File: src/rtl/decoder_pkg.sv
// Shared types, constants and helpers for the binary-to-one-hot decoder family.
package decoder_pkg;

  localparam int unsigned DEC_IN_W_DEFAULT = 2;
  localparam int unsigned DEC_IN_W_MAX     = 6;
  localparam int unsigned DEC_OUT_W_MAX    = 1 << DEC_IN_W_MAX;

  // Bits at or above 'width' are masked off so callers can safely truncate.
  function automatic logic [DEC_OUT_W_MAX-1:0] onehot(
    input logic [DEC_IN_W_MAX-1:0] code,
    input int unsigned             width
  );
    logic [DEC_OUT_W_MAX-1:0] mask;
    mask = (width >= DEC_OUT_W_MAX) ? '1
         : ((DEC_OUT_W_MAX'(1) << width) - DEC_OUT_W_MAX'(1));
    return (DEC_OUT_W_MAX'(1) << code) & mask;
  endfunction

endpackage

File: src/rtl/decoder_core.sv
// Combinational select-code to one-hot decode; all-zero when disabled.
module decoder_core
  import decoder_pkg::*;
#(
  parameter int unsigned IN_W  = DEC_IN_W_DEFAULT,
  parameter int unsigned OUT_W = 1 << IN_W
) (
  input  logic [IN_W-1:0]  in_i,
  input  logic             en_i,
  output logic [OUT_W-1:0] raw_o
);

  logic [DEC_OUT_W_MAX-1:0] fullOneHot;

  always_comb begin
    fullOneHot = onehot(DEC_IN_W_MAX'(in_i), OUT_W);
    raw_o      = en_i ? fullOneHot[OUT_W-1:0] : '0;
  end

endmodule

File: src/rtl/decoder_2to4.sv
// Registered binary-to-one-hot decoder with enable and optional active-low outputs.
module decoder_2to4
  import decoder_pkg::*;
#(
  parameter int unsigned IN_W       = DEC_IN_W_DEFAULT,
  parameter bit          ACTIVE_LOW = 1'b0,
  localparam int unsigned OUT_W     = 1 << IN_W
) (
  input  logic             clk,
  input  logic             rst,
  input  logic             en,
  input  logic [IN_W-1:0]  in,
  output logic [OUT_W-1:0] out,
  output logic             out_valid
);

  localparam logic [OUT_W-1:0] INACTIVE = ACTIVE_LOW ? '1 : '0;

  logic [OUT_W-1:0] rawOneHot;
  logic [OUT_W-1:0] out_d, out_q;
  logic             valid_d, valid_q;

  decoder_core #(
    .IN_W  (IN_W),
    .OUT_W (OUT_W)
  ) u_core (
    .in_i  (in),
    .en_i  (en),
    .raw_o (rawOneHot)
  );

  // A disabled core yields all zeros, which inverts to the all-ones idle state.
  always_comb begin
    out_d   = ACTIVE_LOW ? ~rawOneHot : rawOneHot;
    valid_d = en;
  end

  always_ff @(posedge clk) begin
    if (rst) begin
      out_q   <= INACTIVE;
      valid_q <= 1'b0;
    end else begin
      out_q   <= out_d;
      valid_q <= valid_d;
    end
  end

  assign out       = out_q;
  assign out_valid = valid_q;

endmodule

File: config.mk
export PLATFORM = sky130hd
export DESIGN_NAME = decoder_2to4
export DESIGN_NICKNAME = d
export VERILOG_FILES = /design/src/rtl/decoder_pkg.sv /design/src/rtl/decoder_core.sv /design/src/rtl/decoder_2to4.sv
export SDC_FILE = /design/constraint.sdc
export NUM_CORES = 1
export LEC_CHECK = 0
export CAP_MARGIN = 20
export CORE_AREA = 2 2 39 41
export DETAILED_ROUTE_END_ITERATION = 8
export DIE_AREA = 0 0 41 43
export PLACE_DENSITY = 0.37
export SLEW_MARGIN = 25
export SYNTH_ARGS = -nofsm -noshare
export SYNTH_HDL_FRONTEND = slang
export SYNTH_SLANG_ARGS = --single-unit
File: constraint.sdc
create_clock -name clk -period 0.8 [get_ports clk]
set_clock_uncertainty 0.05 [all_clocks]
set_input_delay 0.08 -clock clk [delete_from_list [all_inputs] [get_ports clk]]
set_output_delay 0.08 -clock clk [all_outputs]
set_load 0.03 [all_outputs]
==> flow_metrics.env, run 1 <==
export IMPL_row_count=14
export IMPL_gr_total_overflow=0
export IMPL_max_stage_delay_ps=320
export IMPL_syn_num_nets=15
export IMPL_core_mm2=0.001384
export IMPL_ant_nets=0
export IMPL_num_antenna_cells=0
export IMPL_path_buf_inv=1
export IMPL_peakVddDrop_mv=0.2523
export IMPL_critical_path_top_delay_family="flip-flops"
export IMPL_multi_input_area_um2=51.30
export IMPL_register_area_um2=106.4
export IMPL_grt_util_all_layers_pct=5.010
export IMPL_tightest_slew_ps=240.1
export IMPL_netlist_cell_type_count=5
export IMPL_required_ps=670
export IMPL_cts_root_buffer="clkbuf_4"
export IMPL_firstDrtPassIters=1
export IMPL_pre_cts_ws_ps=-238.5
export IMPL_met2_usage_pct=8.125
export IMPL_hold_path_class="in2reg"
export IMPL_cp_cell_sequence="buf_6"
export IMPL_cts_buffer_depth=2
export IMPL_postCtsResizedCells=11
export IMPL_htreeDepth=1
export IMPL_post_cts_buffers=0
export IMPL_grt_pass1_wl_um=558
export IMPL_dp_cells=35
export IMPL_hold_violations=0
export IMPL_rsz0062_at_grt="yes"
export IMPL_drive_gt1_share_pct=69.57
export IMPL_fin_hold_ws_ps=171.5
export IMPL_stdcell_count=39
export IMPL_nFillCells=154
export IMPL_maxCapViolCount=0
export IMPL_netlist_instances=10
export IMPL_busiest_layer="met2"
export IMPL_synthesis_area_um2=151.4
export IMPL_yosysWarnings=0
export IMPL_drv_slew=0
export IMPL_wirelength_um=367
export IMPL_max_freq_mhz=1243
export IMPL_die_width_um=41
export IMPL_period_minus_slack_ps=804.2
export IMPL_route_detailed_drc=0
export IMPL_initial_utilization_pct=10.94
export IMPL_crit_cells=1
export IMPL_avgSynthCellArea_um2=15.14
export IMPL_vias_per_cell=3.333
export IMPL_grt_max_degree=6
export IMPL_finalSetupViolCount=4
export IMPL_synth_area_leaders="dfxtp_1 66%, and4bb_2 17%, and4b_2 7.4%"
export IMPL_finalWorstSetupSlack_ps=-4.227
export IMPL_dr_first_iter_drc_count=0
export IMPL_cts_tree="done"
export IMPL_status="finished with violations"
export IMPL_start_kind="flop"
export IMPL_die_area_mm2=0.001763
export IMPL_area_delta_synth_final_pct=97.52
export IMPL_io_buffers=9
export IMPL_crit_type="reg2out"
export IMPL_chipHeight_um=43
export IMPL_grt_pass1_vias=158
export IMPL_crit_path_max_fanout=1
export IMPL_fin_crit_sh_pct=100.5
export IMPL_ys_seq_elements=5
export IMPL_numCtsBuffers=3
export IMPL_powerDensity_mw_per_mm2=2059
export IMPL_detailroute_via_count=130
export IMPL_worstPathArrival_ps=670
export IMPL_violations="setup timing"
export IMPL_hold_depth=2
export IMPL_yosysSeqAreaShare_pct=66.12
export IMPL_postCtsHoldBufs=0
export IMPL_clk_pin_slew_ps=40
export IMPL_leakage_nw=0.1219
export IMPL_crit_path_top_delay_cell="dfxtp_2"
export IMPL_fin_nets=29
export IMPL_relSlewSlack_pct=83.77
export IMPL_fin_util_pct=21.61
export IMPL_place_congestion=0.4294
export IMPL_antenna_found_initial=0
export IMPL_total_power_uw=615.8
export IMPL_grt_use_met1_pct=3.514
export IMPL_clock_sinks=5
export IMPL_ios=10
export IMPL_wl_per_cell_um=9.410
export IMPL_grtUsageMet3_pct=2.094
export IMPL_cp_end_kind="output port"
export IMPL_synth_top_area_share_pct=66.12
export IMPL_yosysTopAreaCell="dfxtp_1"
[metal layers]
metal  vias to the layer above  wire length [µm]
met5                         -                 0
met4                         0                 0
met3                         0                57
met2                        10               167
met1                        55               142
li1                         65                 -
[synthesized netlist by cell type]
| library cell | number |
|---|---|
| dfxtp_1 | 5 |
| nor2b_1 | 1 |
| nor4b_1 | 1 |
| and4bb_2 | 2 |
| and4b_2 | 1 |
[placed cells by master, fill, tap and decap left out, drive strengths merged]
| cell | instances |
|---|---|
| nor4b | 1 |
| dfxtp | 5 |
| dlygate4sd2 | 1 |
| and4bb | 2 |
| nor2b | 1 |
| clkdlybuf4s50 | 3 |
| buf | 5 |
| clkbuf | 4 |
| and4b | 1 |
[state kept, by name, summed over array words and instances, names as in the netlist]
name	cells
out_valid	1
out	4
[cells by family after synthesis]
kind of cell,count (synthesis),synth area share (%)
DFF,5,66.12
and+or+nand+nor,5,33.88
[area by class of cell]
type,count,area share [%]
clock buffers,4,8.787
multi-input cells,5,17.15
repair buffers,9,31.80
well taps,16,6.695
flip-flops and latches,5,35.56
[worst paths after layout]
path | slack [ps] | to | startpoint
min | 170 | out_valid | rst
max | -4 | out[3] | out[3]
[metrics by stage]
step	setup TNS, ps	cell area [µm²]
final	-8.785	299.0
after floorplan	0	151.4
after CTS	-61.64	299.0
after global routing	-193.7	299.0
after detailed placement	-941.8	249.0
after global placement	-907.1	249.0
[where the power goes]
part	internal (mW)	switching, mW	total, mW
registers	0.260	0.00349	0.263
logic	0.0381	0.0308	0.0689
clock network	0.188	0.0955	0.284
total	0.486	0.130	0.616
Note: power is estimated with default switching activity, not from simulation.
==> run 2: changes to the inputs <==
PLACE_DENSITY = 0.33   (was 0.37)
==> flow_metrics.env, run 2 (synthesized netlist as in run 1, its figures left out) <==
export IMPL_tightest_slew_ps=181.0
export IMPL_finalSetupViolCount=5
export IMPL_crit_end="out[1]"
export IMPL_route_detailed_drc=0
export IMPL_crit_path_max_fanout=1
export IMPL_grt_util_all_layers_pct=5.528
export IMPL_final_cell_mix="5 x dfxtp_2, 5 x buf_6, 3 x clkbuf_4, 3 x clkdlybuf4s50_1, 2 x and4bb_2"
export IMPL_die_area_mm2=0.001763
export IMPL_numCtsBuffers=3
export IMPL_max_freq_mhz=1230
export IMPL_cts_tree="done"
export IMPL_drv_slew=0
export IMPL_num_antenna_cells=0
export IMPL_finalInstanceArea_um2=309.0
export IMPL_cp_cell_sequence="buf_6"
export IMPL_combPwrFrac_pct=11.4
export IMPL_die_width_um=41
export IMPL_dpl_instance_area_um2=249.0
export IMPL_wl_per_cell_um=7.846
export IMPL_power_frac_seq_pct=42.1
export IMPL_gr_total_overflow=0
export IMPL_rsz0062_at_grt="yes"
export IMPL_initial_utilization_pct=10.94
export IMPL_io_buffers=9
export IMPL_drive_gt1_share_pct=73.91
export IMPL_crit_type="reg2out"
export IMPL_wirelength_um=306
export IMPL_ant_nets=0
export IMPL_finalWorstSetupSlack_ps=-12.88
export IMPL_htreeDepth=1
export IMPL_cp_end_kind="output port"
export IMPL_detailroute_via_count=125
export IMPL_peakVddDrop_mv=0.6648
export IMPL_status="finished with violations"
export IMPL_hold_violations=0
export IMPL_antenna_found_initial=0
export IMPL_dr_first_iter_drc_count=1
export IMPL_required_ps=670
export IMPL_powerDensity_mw_per_mm2=2024
export IMPL_crit_path_top_delay_cell="dfxtp_2"
export IMPL_internal_power_uw=488.5
export IMPL_clock_sinks=5
export IMPL_place_congestion=0.6651
export IMPL_hold_path_class="in2reg"
export IMPL_maxCapViolCount=0
export IMPL_startpoint="out[1]"
export IMPL_core_mm2=0.001384
export IMPL_cts_buffer_depth=2
export IMPL_path_buf_inv=1
export IMPL_row_count=14
export IMPL_clock_power_share_pct=46.5
export IMPL_start_kind="flop"
export IMPL_grt_max_degree=6
export IMPL_critical_path_top_delay_family="flip-flops"
export IMPL_violations="setup timing"
export IMPL_fin_nets=29
export IMPL_grt_pass1_vias=121
export IMPL_grt_pass1_wl_um=510
export IMPL_crit_cells=1
export IMPL_max_stage_delay_ps=320
export IMPL_vias_per_cell=3.205
export IMPL_fin_crit_sh_pct=101.6
export IMPL_area_delta_synth_final_pct=104.1
export IMPL_worstPathArrival_ps=680
export IMPL_tns_ps=-39.57
export IMPL_clk_pin_slew_ps=40
export IMPL_largest_reg_flops=4
export IMPL_ios=10
export IMPL_switching_power_uw=137.1
export IMPL_firstDrtPassIters=4
export IMPL_hp_start="rst"
export IMPL_cts_root_buffer="clkbuf_4"
export IMPL_pre_cts_ws_ps=-237.6
export IMPL_chipHeight_um=43
export IMPL_relSlewSlack_pct=87.92
export IMPL_leakage_nw=0.1310
export IMPL_netSwitchingFraction_pct=21.92
export IMPL_period_minus_slack_ps=812.9
export IMPL_nFillCells=150
[run 2: cell type report]
| cell class | instances | area (µm²) | share of cell area (%) |
|---|---|---|---|
| clock buffers | 4 | 26.28 | 8.502 |
| multi-input cells | 5 | 57.56 | 18.62 |
| flip-flops and latches | 5 | 106.4 | 34.41 |
| well taps | 16 | 20.02 | 6.478 |
| repair buffers | 9 | 98.84 | 31.98 |
[run 2: per-stage QoR]
step / power (mW) / hold slack [ps] / instances / util, %
after floorplan: 0.2905 / 101.6 / 10 / -
after global placement: 0.3297 / 460.0 / 35 / 17.99
after detailed placement: 0.3296 / 459.9 / 35 / 17.99
after CTS: 0.6406 / 394.5 / 39 / 21.70
after global routing: 0.6639 / 72.01 / 39 / 22.33
final: 0.6256 / 60.76 / 39 / 22.33
[run 2: layer usage]
metal,vias to the layer above,wire length [µm],global-route usage [%]
li1,64,-,-
met3,0,77,9.948
met4,0,0,4.000
met5,-,0,0
met2,13,80,4.375
met1,48,148,5.161
[run 2: worst min-delay path by stage]
stage | end | slack (ps) | cells after the start
2_1_floorplan | out_valid | 100 | 1
3_3_place_gp | out_valid | 460 | 1
3_5_place_dp | out[0] | 460 | 1
4_1_cts | out[0] | 390 | 2
5_1_grt | out_valid | 70 | 2
6_report | out_valid | 60 | 2
[run 2: timing repair]
action                                  4_1_cts  5_1_grt
endpoints found under the setup margin        5        6
endpoints found under the hold margin         0        0
setup buffers                                 0        0
resized for setup                            10        2
hold buffers                                  0        0
pin swaps                                     0        0
[run 2: power groups by stage]
stage / combinational, mW / clock, mW / sequential [mW]
after global placement: 0.0653 / 0 / 0.264
final: 0.0711 / 0.291 / 0.263
after global routing: 0.0759 / 0.325 / 0.263
after CTS: 0.0702 / 0.307 / 0.263
after floorplan: 0.00941 / 0 / 0.281
after detailed placement: 0.0652 / 0 / 0.264
==> run 3: changes to the inputs <==
CAP_MARGIN = unset   (was 20)
==> results of run 3 <==
The final DEF is identical to that of run 2; final timing and power are the same.
==> variant 1: new RTL, settings of run 2 <==
`ACTIVE_LOW`: 1'b0 -> 1'b1.
--- a/src/rtl/decoder_2to4.sv
+++ b/src/rtl/decoder_2to4.sv
@@ -5,3 +5,3 @@
   parameter int unsigned IN_W       = DEC_IN_W_DEFAULT,
-  parameter bit          ACTIVE_LOW = 1'b0,
+  parameter bit          ACTIVE_LOW = 1'b1,
   localparam int unsigned OUT_W     = 1 << IN_W
Formal check against the unedited RTL: not equivalent (a bounded check fails within 4 cycles, from zero or initial values and one cycle with rst high).
==> variant 1 against run 2 <==
- the run still ends with negative setup slack left
- final area up 4.0%
- maximum frequency up 1.4%
- highest routed layer unchanged
- critical endpoint is now out[2]
- worst setup slack improved by 12 ps
- sequential cell count is the same
- sequential share of layout area decreased by 1.3 points
- count of clock-buffer cells in the layout stayed put
- via count rose by 12%
- total power down 0.63%
- die area stayed put
- worst hold slack better by 69 ps
- synthesized area down 2.5%
- wire length is 4.2% higher
==> variant 1: results (changes against run 2) <==
- The final-layout fill cell count is 159 (+6.0%).
- The number of flip-flops in the largest register came to 4 (unchanged).
* Crit-path slowest cell: sky130_fd_sc_hd__dfxtp_2
- Number of distinct library cells after synthesis: 5 (unchanged)
- Synthesized Nets: 15 (unchanged)
- Ranking of synthesized cells by area: sky130_fd_sc_hd__dfxtp_1 (68%), sky130_fd_sc_hd__nand4bb_1 (15%), sky130_fd_sc_hd__or4b_1 (6.8%)
* Number of input and output port buffers inserted: 9 (unchanged)
* Final layout net count: 33 (+14%)
- Violated checks: negative setup slack
- The TritonCTS buffer count was 3 (unchanged).
* Violation count after the first detailed-routing iteration: 0 (-1)
* Total negative slack: -1.38 ps (+38.2 ps)
* Clock transition time at the flip-flop clock pins of the worst setup and hold paths: 40 ps (about the same)
- The deepest level of the CTS H-tree came to 1 (unchanged).
* Number of detailed-route iterations in the first pass: 1 (-3)
- Hold Path Class: input pin to flip-flop
- The average footprint of a synthesized cell came to 14.8 um^2 (-2.5%).
* Standby leakage power: 0.000134 uW (+2.1%)
* Fraction of final layout cells with drive strength greater than 1: 0.630 (-0.110)
* Buffer cell driving the clock tree root: sky130_fd_sc_hd__clkbuf_4
* Count of inserted antenna diode cells: 0 (unchanged)
* Longest Clk Path Bufs: 2 (unchanged)
- Routed WL per cell: 7.42 um (-5.4%)
* Via count of the first global-routing pass: 161 (+33%)
- The largest vdd supply drop is 0.315 mV (-53%).
* Commonest cells post-synth: sky130_fd_sc_hd__dfxtp_1 (5), sky130_fd_sc_hd__nand4bb_1 (2), sky130_fd_sc_hd__nand4b_1 (1), sky130_fd_sc_hd__nor2b_1 (1), sky130_fd_sc_hd__or4b_1 (1)
- The first-pass GRT wire length was 538 um (+5.5%).
- Dominant synthesized flop cell: sky130_fd_sc_hd__dfxtp_1
- Post-synthesis sequential area ratio: 0.678 (+0.0168)
* Arrival time reported for the critical path endpoint: roughly 670 ps
- The number of placed instances with taps included came to 39 (+11%).
* Number of antenna violations at the first check in global routing: 0 (unchanged)
- Pin slew with the least headroom to its limit: 71.4 ps (-110 ps)
* Setup slack of the critical path after layout: -1.38 ps (+11.5 ps)
- Maximum number of pins on one net before global-route repair: 5 (-1)
- The placed instance area came to 275 um^2 (+11%).
- The global placement routability congestion is 0.567 (-15%).
- The final setup violation count was 1 (-4).
- Pre-CTS WS: -408 ps (-170 ps)
- Share of flip-flops with an asynchronous set or reset: 0 (unchanged)
* Drt via density: 3.26 (+1.6%)
* Final non-filler cell total: 43 (+10%)
- Broken down by cell family, the worst path's largest delay share belongs to flip-flops.
- The run finished, with violations left.
- Total routing usage reported by global routing: 0.0531 (-0.00217)
- For this run, the slowest stage of the critical path takes a little over 300 ps.
- Yosys synthesis warning count: 0 (unchanged)
- Worst-path maximum fanout: 1 (unchanged)
## variant 1: layout make-up
class | instances | area share
Sequential cell | 5 | 0.331
Tap cell | 16 | 0.0623
Multi-Input combinational cell | 5 | 0.148
Timing Repair Buffer | 13 | 0.377
Clock buffer | 4 | 0.0817
## variant 1: through the flow
stage           util  power [uW]
5_1_grt        0.232         656
4_1_cts        0.232         640
3_3_place_gp   0.199         345
3_5_place_dp   0.199         345
2_1_floorplan      -         290
6_report       0.232         622
## variant 1: what timing repair did
action                                 CTS  global route
setup buffers                            0             0
endpoints found under the hold margin    0             0
pin swaps                                1             0
resized for setup                       14             0
setup endpoints to repair                6             5
## variant 1: worst paths after layout
path,from,depth (start not counted),slack (ps),endpoint
max,out[2],1,-1,out[2]
min,in[0],2,130,out[0]
## variant 1: report_power, final
| group | total, uW | internal, uW | switching (uW) |
|---|---|---|---|
| sequential | 263 | 260 | 3.40 |
| clock | 281 | 188 | 93.1 |
| combinational | 77.4 | 44.4 | 33.0 |
| total | 622 | 492 | 129 |
## variant 1: metal layers
layer / global-route usage / vias up / share of wire
met5: 0 / - / 0
met4: 0.100 / 0 / 0
met3: 0.0157 / 0 / 0.15
met2: 0.0625 / 10 / 0.50
met1: 0.0479 / 59 / 0.35
li1: - / 71 / -
## variant 1: cell families after synthesis
kind of cell,share of synthesized area
flops,0.678
simple gates,0.322
==> variant 2: new RTL, flow settings as in run 2 <==
Made on the original files. Reset style: asynchronous (`rst`), changed in one clocked block.
--- a/src/rtl/decoder_2to4.sv
+++ b/src/rtl/decoder_2to4.sv
@@ -37,3 +37,3 @@
 
-  always_ff @(posedge clk) begin
+  always_ff @(posedge clk or posedge rst) begin
     if (rst) begin
Formal check against the unedited RTL: differs if rst is asserted again (counterexample within 4 cycles, from zero or initial values and one cycle with rst high); with rst held inactive, the same outputs for 10 cycles.
==> variant 2 against run 2 <==
- the flow finishes with violations (negative hold slack, negative setup slack)
- worst hold slack got worse by 75 ps
- clock power is 2% lower
- non-clock buffer count unchanged
- final area stayed put
- count of clock-buffer cells in the layout stayed put
- sequential cell count stayed put
- critical path type unchanged
- synthesized area grew 9.9%
- first-iteration DRC count rose to 3.0 times the old value
- total power is 1.6% higher
- wire length shrank 1.3%
- sequential power rose by 2%
- worst setup slack got worse by 57 ps
- critical endpoint is now out[0]
==> variant 2: results (changes against run 2) <==
* Final layout net count: 29 (unchanged)
- The number of DRC markers after the initial detailed-route iteration was 3 (+2).
* Average instance area after synthesis: 16.6 um^2 (+9.9%)
- Endpoint of the worst setup timing path: out[0]
- Final hold violation count: 5 (+5)
- The total number of clock tree sinks came to 5 (unchanged).
- Commonest cells post-synth: sky130_fd_sc_hd__dfrtp_1 (5), sky130_fd_sc_hd__and3b_1 (2), sky130_fd_sc_hd__and3_2 (1), sky130_fd_sc_hd__inv_1 (1), sky130_fd_sc_hd__nor3b_2 (1)
- The fraction of final layout cells sized beyond drive strength 1 is 0.435 (-0.304).
* First-pass GRT wire length: 496 um (-2.7%)
* Share of the final layout cell area in multi-input gates: 0.121 (-0.0648)
* Pre-CTS WS: -165 ps (+72.7 ps)
* Fill cell count: 155 (+3.3%)
- Crit path largest cell delay: 360 ps (+40 ps)
* Yosys synthesis warning count: 0 (unchanged)
- The layout inverter count without the clock tree is 1 (+1).
* Buffer share of cell area: 0.312 (-0.00810)
- The post-detailed-route count of antenna-violating nets came to 0 (unchanged).
- The final setup violation count came to 5 (unchanged).
- Number of input and output port buffers inserted: 9 (unchanged)
- The worst slew slack as a fraction of its limit is 0.881 (+0.00147).
- The largest vdd supply drop was 0.379 mV (-43%).
* Die outline area: 1760 um^2 (unchanged)
- The cell sitting at the root of the clock tree is a sky130_fd_sc_hd__clkbuf_4.
- The placed instance area is 264 um^2 (+6.0%).
* Post-synthesis sequential area ratio: 0.752 (+0.0907)
- Total routing usage reported by global routing: 0.0554 (+0.000167)
- Worst slack on hold paths: -14.3 ps (-75.0 ps)
* Setup slack of the critical path after layout: -70.2 ps (-57.3 ps)
* Final non-filler cell total: 39 (unchanged)
- The final routed wirelength across all metal layers came to 302 um (-1.3%).
* Outcome: complete, but fails checks
* Total negative slack: -334 ps (-294 ps)
* Ranking of synthesized cells by area: sky130_fd_sc_hd__dfrtp_1 (75%), sky130_fd_sc_hd__and3b_1 (11%), sky130_fd_sc_hd__nor3b_2 (7.5%)
- # placed instances: 35 (unchanged)
- The number of clock buffers in the layout is 4 (unchanged).
- The multi-input logic cell count is 4 (-1).
- Number of detailed-route iterations in the first pass: 2 (-2)
* H-tree depth: 1 (unchanged)
- Tracing the worst setup path back leads to its startpoint at out[0].
- The leakage power was 0.000154 uW (+18%).
- The slowest stage of the critical path is the sky130_fd_sc_hd__dfrtp_1 cell.
* Hold Path Class: input pin to async pin
- The final reports fail on negative hold slack, negative setup slack.
- Global placement routability congestion: 0.556 (-16%)
- Register share of the cell area: 0.405 (+0.0607)
- The share of flip-flops with an asynchronous set or reset was 1.00 (+1.00).
[variant 2: changes by cell type after synthesis]
cell and change:
sky130_fd_sc_hd__and3_2 +1, sky130_fd_sc_hd__and3b_1 +2, sky130_fd_sc_hd__and4b_2 -1, sky130_fd_sc_hd__and4bb_2 -2
sky130_fd_sc_hd__dfrtp_1 +5, sky130_fd_sc_hd__dfxtp_1 -5, sky130_fd_sc_hd__inv_1 +1, sky130_fd_sc_hd__nor2b_1 -1
sky130_fd_sc_hd__nor3b_2 +1, sky130_fd_sc_hd__nor4b_1 -1
[variant 2: layer usage]
layer	vias to the layer above	wire, um	GRT usage
met5	-	0	0
met4	0	0	0.0800
met3	0	56	0.0628
met2	10	127	0.0594
met1	54	118	0.0391
li1	61	-	-
[variant 2: repair_timing]
item	CTS	global route
hold endpoints to repair	5	0
endpoints found under the setup margin	5	5
resized for setup	5	0
[variant 2: power breakdown]
part           internal (uW)  total [uW]  switching (uW)
clock                    188         284            96.1
sequential               264         269            4.40
combinational           43.3        82.5            39.2
